==> src/rtl/ecc_pkg.sv <==
// Shared types and widths for the ECC scrub controller and its request queue.
package ecc_pkg;

    localparam int ECC_DATA_W     = 16;
    localparam int ECC_SYN_W      = 6;
    // Queue entries carry addresses up to this width; narrower buses are zero-extended.
    localparam int ECC_ADDR_W_MAX = 32;

    typedef struct packed {
        logic [ECC_ADDR_W_MAX-1:0] addr;
        logic [ECC_DATA_W-1:0]     data;
    } scrub_req_t;

    typedef enum logic [1:0] {
        ERR_NONE = 2'd0,
        ERR_CE   = 2'd1,
        ERR_UE   = 2'd2
    } err_class_t;

    // An uncorrectable flag always dominates, even if the decoder also reports a correction.
    function automatic err_class_t classify(input logic ce, input logic ue);
        if (ue) begin
            return ERR_UE;
        end
        if (ce) begin
            return ERR_CE;
        end
        return ERR_NONE;
    endfunction

endpackage

==> src/rtl/ecc_scrub_ctrl_if.sv <==
// Decoded-word input stream and scrub write-back request stream.
interface ecc_scrub_ctrl_if #(
    parameter int ADDR_W = 16
);
    import ecc_pkg::*;

    logic                  in_valid;
    logic                  in_ready;
    logic [ADDR_W-1:0]     in_addr;
    logic [ECC_DATA_W-1:0] in_data;
    logic                  in_ce;
    logic                  in_ue;
    logic [ECC_SYN_W-1:0]  in_syndrome;

    logic                  scrub_valid;
    logic                  scrub_ready;
    logic [ADDR_W-1:0]     scrub_addr;
    logic [ECC_DATA_W-1:0] scrub_data;

    modport master (
        output in_valid, in_addr, in_data, in_ce, in_ue, in_syndrome, scrub_ready,
        input  in_ready, scrub_valid, scrub_addr, scrub_data
    );

    modport slave (
        input  in_valid, in_addr, in_data, in_ce, in_ue, in_syndrome, scrub_ready,
        output in_ready, scrub_valid, scrub_addr, scrub_data
    );

endinterface

==> src/rtl/ecc_scrub_fifo.sv <==
// Synchronous queue of scrub requests; pointers carry an extra wrap bit to tell full from empty.
module ecc_scrub_fifo
    import ecc_pkg::*;
#(
    parameter int DEPTH = 4
) (
    input  logic       clk,
    input  logic       rst,
    input  logic       push,
    input  scrub_req_t push_req,
    input  logic       pop,
    output scrub_req_t head,
    output logic       full,
    output logic       empty
);

    localparam int AW = $clog2(DEPTH);
    localparam logic [AW:0] PTR_ONE = {{AW{1'b0}}, 1'b1};

    scrub_req_t  mem [DEPTH];
    logic [AW:0] wr_ptr;
    logic [AW:0] rd_ptr;
    logic        do_push;
    logic        do_pop;

    assign empty   = (wr_ptr == rd_ptr);
    assign full    = (wr_ptr[AW] != rd_ptr[AW]) && (wr_ptr[AW-1:0] == rd_ptr[AW-1:0]);
    assign do_push = push && !full;
    assign do_pop  = pop && !empty;
    assign head    = mem[rd_ptr[AW-1:0]];

    // Storage is cleared on reset so the head outputs read zero out of reset.
    always_ff @(posedge clk or posedge rst) begin
        if (rst) begin
            wr_ptr <= '0;
            rd_ptr <= '0;
            for (int i = 0; i < DEPTH; i++) begin
                mem[i] <= '0;
            end
        end else begin
            if (do_push) begin
                mem[wr_ptr[AW-1:0]] <= push_req;
                wr_ptr              <= wr_ptr + PTR_ONE;
            end
            if (do_pop) begin
                rd_ptr <= rd_ptr + PTR_ONE;
            end
        end
    end

endmodule

==> src/rtl/ecc_scrub_ctrl.sv <==
// Post-decoder error handler: queues scrub write-backs for corrected words, counts CE/UE
// events with saturation, keeps a sticky first-error log and drives a level interrupt.
module ecc_scrub_ctrl
    import ecc_pkg::*;
#(
    parameter int ADDR_W     = 16,
    parameter int CNT_W      = 8,
    parameter int FIFO_DEPTH = 4,
    parameter int CE_THRESH  = 16
) (
    input  logic                 clk,
    input  logic                 rst,
    ecc_scrub_ctrl_if.slave      bus,
    output logic [CNT_W-1:0]     ce_count,
    output logic [CNT_W-1:0]     ue_count,
    input  logic                 cnt_clear,
    output logic                 log_valid,
    output logic [ADDR_W-1:0]    log_addr,
    output logic [ECC_SYN_W-1:0] log_syn,
    output logic                 log_ue,
    input  logic                 log_clear,
    output logic                 irq
);

    localparam logic [CNT_W-1:0] CNT_MAX   = '1;
    localparam logic [CNT_W-1:0] CNT_ONE   = {{(CNT_W-1){1'b0}}, 1'b1};
    localparam logic [CNT_W-1:0] CE_THR_CV = CNT_W'(CE_THRESH);

    err_class_t err_class;
    logic       fifo_full;
    logic       fifo_empty;
    logic       accept;
    logic       ce_evt;
    logic       ue_evt;
    logic       err_evt;
    logic       pop;
    scrub_req_t push_req;
    scrub_req_t head_req;

    assign err_class = classify(bus.in_ce, bus.in_ue);
    // Clean words are also back-pressured when full, keeping the stream strictly in order.
    assign accept    = bus.in_valid && !fifo_full;
    assign ce_evt    = accept && (err_class == ERR_CE);
    assign ue_evt    = accept && (err_class == ERR_UE);
    assign err_evt   = ce_evt || ue_evt;
    assign pop       = !fifo_empty && bus.scrub_ready;

    assign push_req.addr = ECC_ADDR_W_MAX'(bus.in_addr);
    assign push_req.data = bus.in_data;

    assign bus.in_ready    = !fifo_full;
    assign bus.scrub_valid = !fifo_empty;
    assign bus.scrub_addr  = ADDR_W'(head_req.addr);
    assign bus.scrub_data  = head_req.data;

    ecc_scrub_fifo #(
        .DEPTH (FIFO_DEPTH)
    ) u_fifo (
        .clk      (clk),
        .rst      (rst),
        .push     (ce_evt),
        .push_req (push_req),
        .pop      (pop),
        .head     (head_req),
        .full     (fifo_full),
        .empty    (fifo_empty)
    );

    // A clear in the same cycle as an event leaves that event counted.
    always_ff @(posedge clk or posedge rst) begin
        if (rst) begin
            ce_count <= '0;
            ue_count <= '0;
        end else if (cnt_clear) begin
            ce_count <= ce_evt ? CNT_ONE : '0;
            ue_count <= ue_evt ? CNT_ONE : '0;
        end else begin
            if (ce_evt && (ce_count != CNT_MAX)) begin
                ce_count <= ce_count + CNT_ONE;
            end
            if (ue_evt && (ue_count != CNT_MAX)) begin
                ue_count <= ue_count + CNT_ONE;
            end
        end
    end

    always_ff @(posedge clk or posedge rst) begin
        if (rst) begin
            log_valid <= 1'b0;
            log_addr  <= '0;
            log_syn   <= '0;
            log_ue    <= 1'b0;
        end else if (err_evt && (!log_valid || log_clear)) begin
            log_valid <= 1'b1;
            log_addr  <= bus.in_addr;
            log_syn   <= bus.in_syndrome;
            log_ue    <= ue_evt;
        end else if (log_clear) begin
            log_valid <= 1'b0;
            log_addr  <= '0;
            log_syn   <= '0;
            log_ue    <= 1'b0;
        end
    end

    assign irq = (ce_count >= CE_THR_CV) || (ue_count != '0);

endmodule

==> src/flat_wrapper.sv <==
// flat-port wrapper written by rule: the top's interface ports become plain ports
module ecc_scrub_ctrl_flat import ecc_pkg::*;
#(
    parameter int ADDR_W     = 16,
    parameter int CNT_W      = 8,
    parameter int FIFO_DEPTH = 4,
    parameter int CE_THRESH  = 16
)
  (clk, rst, ce_count, ue_count, cnt_clear, log_valid, log_addr, log_syn, log_ue, log_clear, irq, bus_in_valid, bus_in_addr, bus_in_data, bus_in_ce, bus_in_ue, bus_in_syndrome, bus_scrub_ready, bus_in_ready, bus_scrub_valid, bus_scrub_addr, bus_scrub_data);
  ecc_scrub_ctrl_if #(.ADDR_W(ADDR_W)) bus_i ();
  input  logic clk;
  input  logic rst;
  output logic [CNT_W-1:0] ce_count;
  output logic [CNT_W-1:0] ue_count;
  input  logic cnt_clear;
  output logic log_valid;
  output logic [ADDR_W-1:0] log_addr;
  output logic [ECC_SYN_W-1:0] log_syn;
  output logic log_ue;
  input  logic log_clear;
  output logic irq;
  input wire logic [$bits(bus_i.in_valid)-1:0] bus_in_valid;
  input wire logic [$bits(bus_i.in_addr)-1:0] bus_in_addr;
  input wire logic [$bits(bus_i.in_data)-1:0] bus_in_data;
  input wire logic [$bits(bus_i.in_ce)-1:0] bus_in_ce;
  input wire logic [$bits(bus_i.in_ue)-1:0] bus_in_ue;
  input wire logic [$bits(bus_i.in_syndrome)-1:0] bus_in_syndrome;
  input wire logic [$bits(bus_i.scrub_ready)-1:0] bus_scrub_ready;
  output wire logic [$bits(bus_i.in_ready)-1:0] bus_in_ready;
  output wire logic [$bits(bus_i.scrub_valid)-1:0] bus_scrub_valid;
  output wire logic [$bits(bus_i.scrub_addr)-1:0] bus_scrub_addr;
  output wire logic [$bits(bus_i.scrub_data)-1:0] bus_scrub_data;
  assign bus_i.in_valid = bus_in_valid;
  assign bus_i.in_addr = bus_in_addr;
  assign bus_i.in_data = bus_in_data;
  assign bus_i.in_ce = bus_in_ce;
  assign bus_i.in_ue = bus_in_ue;
  assign bus_i.in_syndrome = bus_in_syndrome;
  assign bus_i.scrub_ready = bus_scrub_ready;
  assign bus_in_ready = bus_i.in_ready;
  assign bus_scrub_valid = bus_i.scrub_valid;
  assign bus_scrub_addr = bus_i.scrub_addr;
  assign bus_scrub_data = bus_i.scrub_data;
  ecc_scrub_ctrl #(.ADDR_W(ADDR_W), .CNT_W(CNT_W), .FIFO_DEPTH(FIFO_DEPTH), .CE_THRESH(CE_THRESH)) u_core (.clk(clk), .rst(rst), .bus(bus_i), .ce_count(ce_count), .ue_count(ue_count), .cnt_clear(cnt_clear), .log_valid(log_valid), .log_addr(log_addr), .log_syn(log_syn), .log_ue(log_ue), .log_clear(log_clear), .irq(irq));
endmodule
==> config.mk <==
export PLATFORM = sky130hd
export DESIGN_NAME = ecc_scrub_ctrl_flat
export DESIGN_NICKNAME = d
export VERILOG_FILES = /design/src/rtl/ecc_pkg.sv /design/src/rtl/ecc_scrub_ctrl_if.sv /design/src/rtl/ecc_scrub_fifo.sv /design/src/rtl/ecc_scrub_ctrl.sv /design/src/flat_wrapper.sv
export SDC_FILE = /design/constraint.sdc
export NUM_CORES = 1
export LEC_CHECK = 0
export ABC_AREA = 1
export CAP_MARGIN = 40
export CORE_AREA = 2 2 151 182
export CTS_CLUSTER_SIZE = 8
export DETAILED_ROUTE_END_ITERATION = 6
export DIE_AREA = 0 0 153 184
export GPL_ROUTABILITY_DRIVEN = 0
export GPL_TIMING_DRIVEN = 0
export PLACE_DENSITY = 0.68
export SLEW_MARGIN = 0
export SYNTH_ARGS = -nofsm -noshare
export SYNTH_HDL_FRONTEND = slang
export SYNTH_HIERARCHICAL = 1
export SYNTH_SLANG_ARGS = --single-unit
==> constraint.sdc <==
create_clock -name clk -period 18.55 [get_ports clk]
set_input_delay 2.7825 -clock clk [delete_from_list [all_inputs] [get_ports clk]]
set_output_delay 2.7825 -clock clk [all_outputs]
set_load 0.03 [all_outputs]
==> flow_summary.toml <==
[run_status]
status = "finished, final reports clean"

[setup_path]
reg2reg_to = "u_core/u_fifo/mem[119]"
ff2ff_path_depth = 16
required_ns = 15.77
critPathKind = "reg2out"
startpoint = "u_core/u_fifo/rd_ptr[0]"
slowest_stage = "clkdlybuf4s50_1"
timing.rr.start = "u_core/u_fifo/rd_ptr[1]"
crit_chain = "buf_4 > clkbuf_1 > clkbuf_1 > nor2_1 > o22ai_1 > clkdlybuf4s50_1"
rrSetupSlack_ns = 15.15
end_kind = "primary output"
startpoint_type = "register"
crit_path_frequent_cell = "clkbuf_1"
cpPeakStageDelay_ns = 0.72
crit_path_max_fanout = 9
arrival_ns = 2.82

[synthesis]
synth_area_um2 = 8770
yosysWarnings = 6
syn_avg_cell_area_um2 = 8.00
synthCells = 1097
synth_nets = 1152

[route]
vias = 8187
drc = 0
via_per_inst = 5.17
antenna_left = 0
avgRoutedWirePerCell_um = 17.1
drt-pass1-iter-count = 5
wl_um = 27100
initialDrtViolationCount = 601

[clocking]
cts.clk_slew.worst_paths_ns = 0.07
cts-hold-fix-buffers = 0
htreeDepth = 4
postCtsSetupBuffers = 0
cts_made_buffers = 17
cts_sinks = 174
ctsLongestPathBuffers = 2
clockRootBuffer = "clkbuf_16"
post_cts_resized = 0
clock_latency_ns = 0.44
cts_tree = "done"

[grt]
grt_max_degree = 78
met2_usage_pct = 32.7
grt_overflow = 0
grt_pass1_wl_um = 43400
top_usage_layer = "met2"
grtUsageMet1_pct = 25.0
grt_pass1_vias = 8138
gr-usage-all-layers_pct = 19.4
antenna_found_initial = 0
use_met3_pct = 4.08

[hold_path]
min_to = "u_core/u_fifo/mem[104]"
hold_depth = 2
hp-start = "u_core/u_fifo/mem[104]"
hold_class = "reg2reg"

[cells_and_area]
syn_to_final_growth_pct = 25.2
antenna_cells = 0
n_fill_cell = 2684
multi_input_area_um2 = 3690
drive_gt1_share_pct = 8.80
register_area_um2 = 4350
layout.nets = 1292

[floorplanning]
initial_core_util_pct = 33.4
core_area_um2 = 26300
die-width_um = 153
io_pins = 121
die_h_um = 184
fp-row-count = 65
fp.dieArea_um2 = 28200

[timing]
max_slew_margin_pct = 58.1
rsz0062_at_grt = "false"
final-hold-violation-count = 0
setup_tns_ns = 0
period_share_pct = 30.2
max_freq_ghz = 0.179
period_needed_ns = 5.60
maxSlewViolCount = 0
finClkSkew_ns = 0.0140
worst_pin_slew_ns = 0.629
setup_viol = 0

[flow_run]
maxCapViolCount = 0

[power_and_ir_drop]
switching_share_pct = 45.3
peakVddDrop_mv = 0.0637
power.total_mw = 1.90
p_int_mw = 1.04
pwr-share-comb_pct = 50.1
p_switching_mw = 0.863
p_per_area_nw_per_um2 = 173
pwr-share-seq_pct = 31.9
clkPwrFrac_pct = 18.0
leakage_nw = 5.30

[placed_design]
dpl.hpwl_um = 19200
port_buffers = 119
==> worst max path at each step <==
stage,to
2_1_floorplan,u_core/u_fifo/mem[0]
3_3_place_gp,u_core/u_fifo/mem[11]
3_5_place_dp,bus_scrub_data[14]
4_1_cts,bus_scrub_data[14]
5_1_grt,bus_scrub_data[14]
6_report,bus_scrub_addr[0]
==> metal layers <==
| metal | vias up | share of wire (%) | wire length (um) |
|---|---|---|---|
| li1 | 3936 | - | - |
| met1 | 3877 | 42 | 11400 |
| met2 | 331 | 48 | 13000 |
| met3 | 43 | 7.9 | 2150 |
| met4 | 0 | 2.0 | 550 |
| met5 | - | 0 | 0 |
==> power groups by stage <==
stage / logic (mW) / registers (mW) / clock network (mW)
2_1_floorplan: 0.582 / 0.617 / 0
3_3_place_gp: 0.941 / 0.607 / 0
3_5_place_dp: 0.955 / 0.609 / 0
4_1_cts: 0.958 / 0.606 / 0.349
5_1_grt: 1.04 / 0.624 / 0.362
6_report: 0.954 / 0.608 / 0.343
==> flip-flops by register name, indices dropped and copies added, names as in the netlist <==
signal and flops:
u_core/log_ue 1, u_core/log_addr 16, u_core/ce_count 8, u_core/log_syn 6
u_core/u_fifo/rd_ptr 3, u_core/ue_count 8, u_core/u_fifo/mem 128, u_core/log_valid 1
u_core/u_fifo/wr_ptr 3
==> metrics by stage <==
step | util [%] | setup WS [ns] | hold WS [ns] | instance area (um^2) | instances
after floorplan | - | 12.18 | 0.436 | 8770 | 1097
after global placement | 39.5 | 10.05 | 0.449 | 10400 | 1551
after detailed placement | 39.7 | 13.36 | 0.453 | 10400 | 1553
after CTS | 41.8 | 12.89 | 0.470 | 11000 | 1585
after global routing | 41.8 | 12.80 | 0.481 | 11000 | 1585
final | 41.8 | 12.95 | 0.468 | 11000 | 1585
==> critical path, delay by kind of cell, from the launching register on <==
kind	cells	cell delay, ns
AO/OA/AOI/OAI	1	0.21
flip-flops	1	0.37
buffers and inverters	4	1.73
AND/OR/NAND/NOR	1	0.08
==> layout make-up <==
cell class	instances	area share [%]
inverter	33	1.20
tap	335	3.82
clock inverter	12	0.934
clock buffer	20	4.07
buffer	115	5.50
multi-input combinational	775	33.6
sequential	174	39.6
timing repair buffer	121	11.3
==> placed cells by master, fill, tap and decap left out, types with 27 or more instances in the layout <==
master / instances
buf_2: 27
clkbuf_1: 54
clkdlybuf4s50_1: 119
dfrtp_1: 174
nand2_1: 364
nand3_1: 46
nand4_1: 130
nor2_1: 88
o21ai_0: 71
o22ai_1: 32
Power figures use the tool's default switching activity.
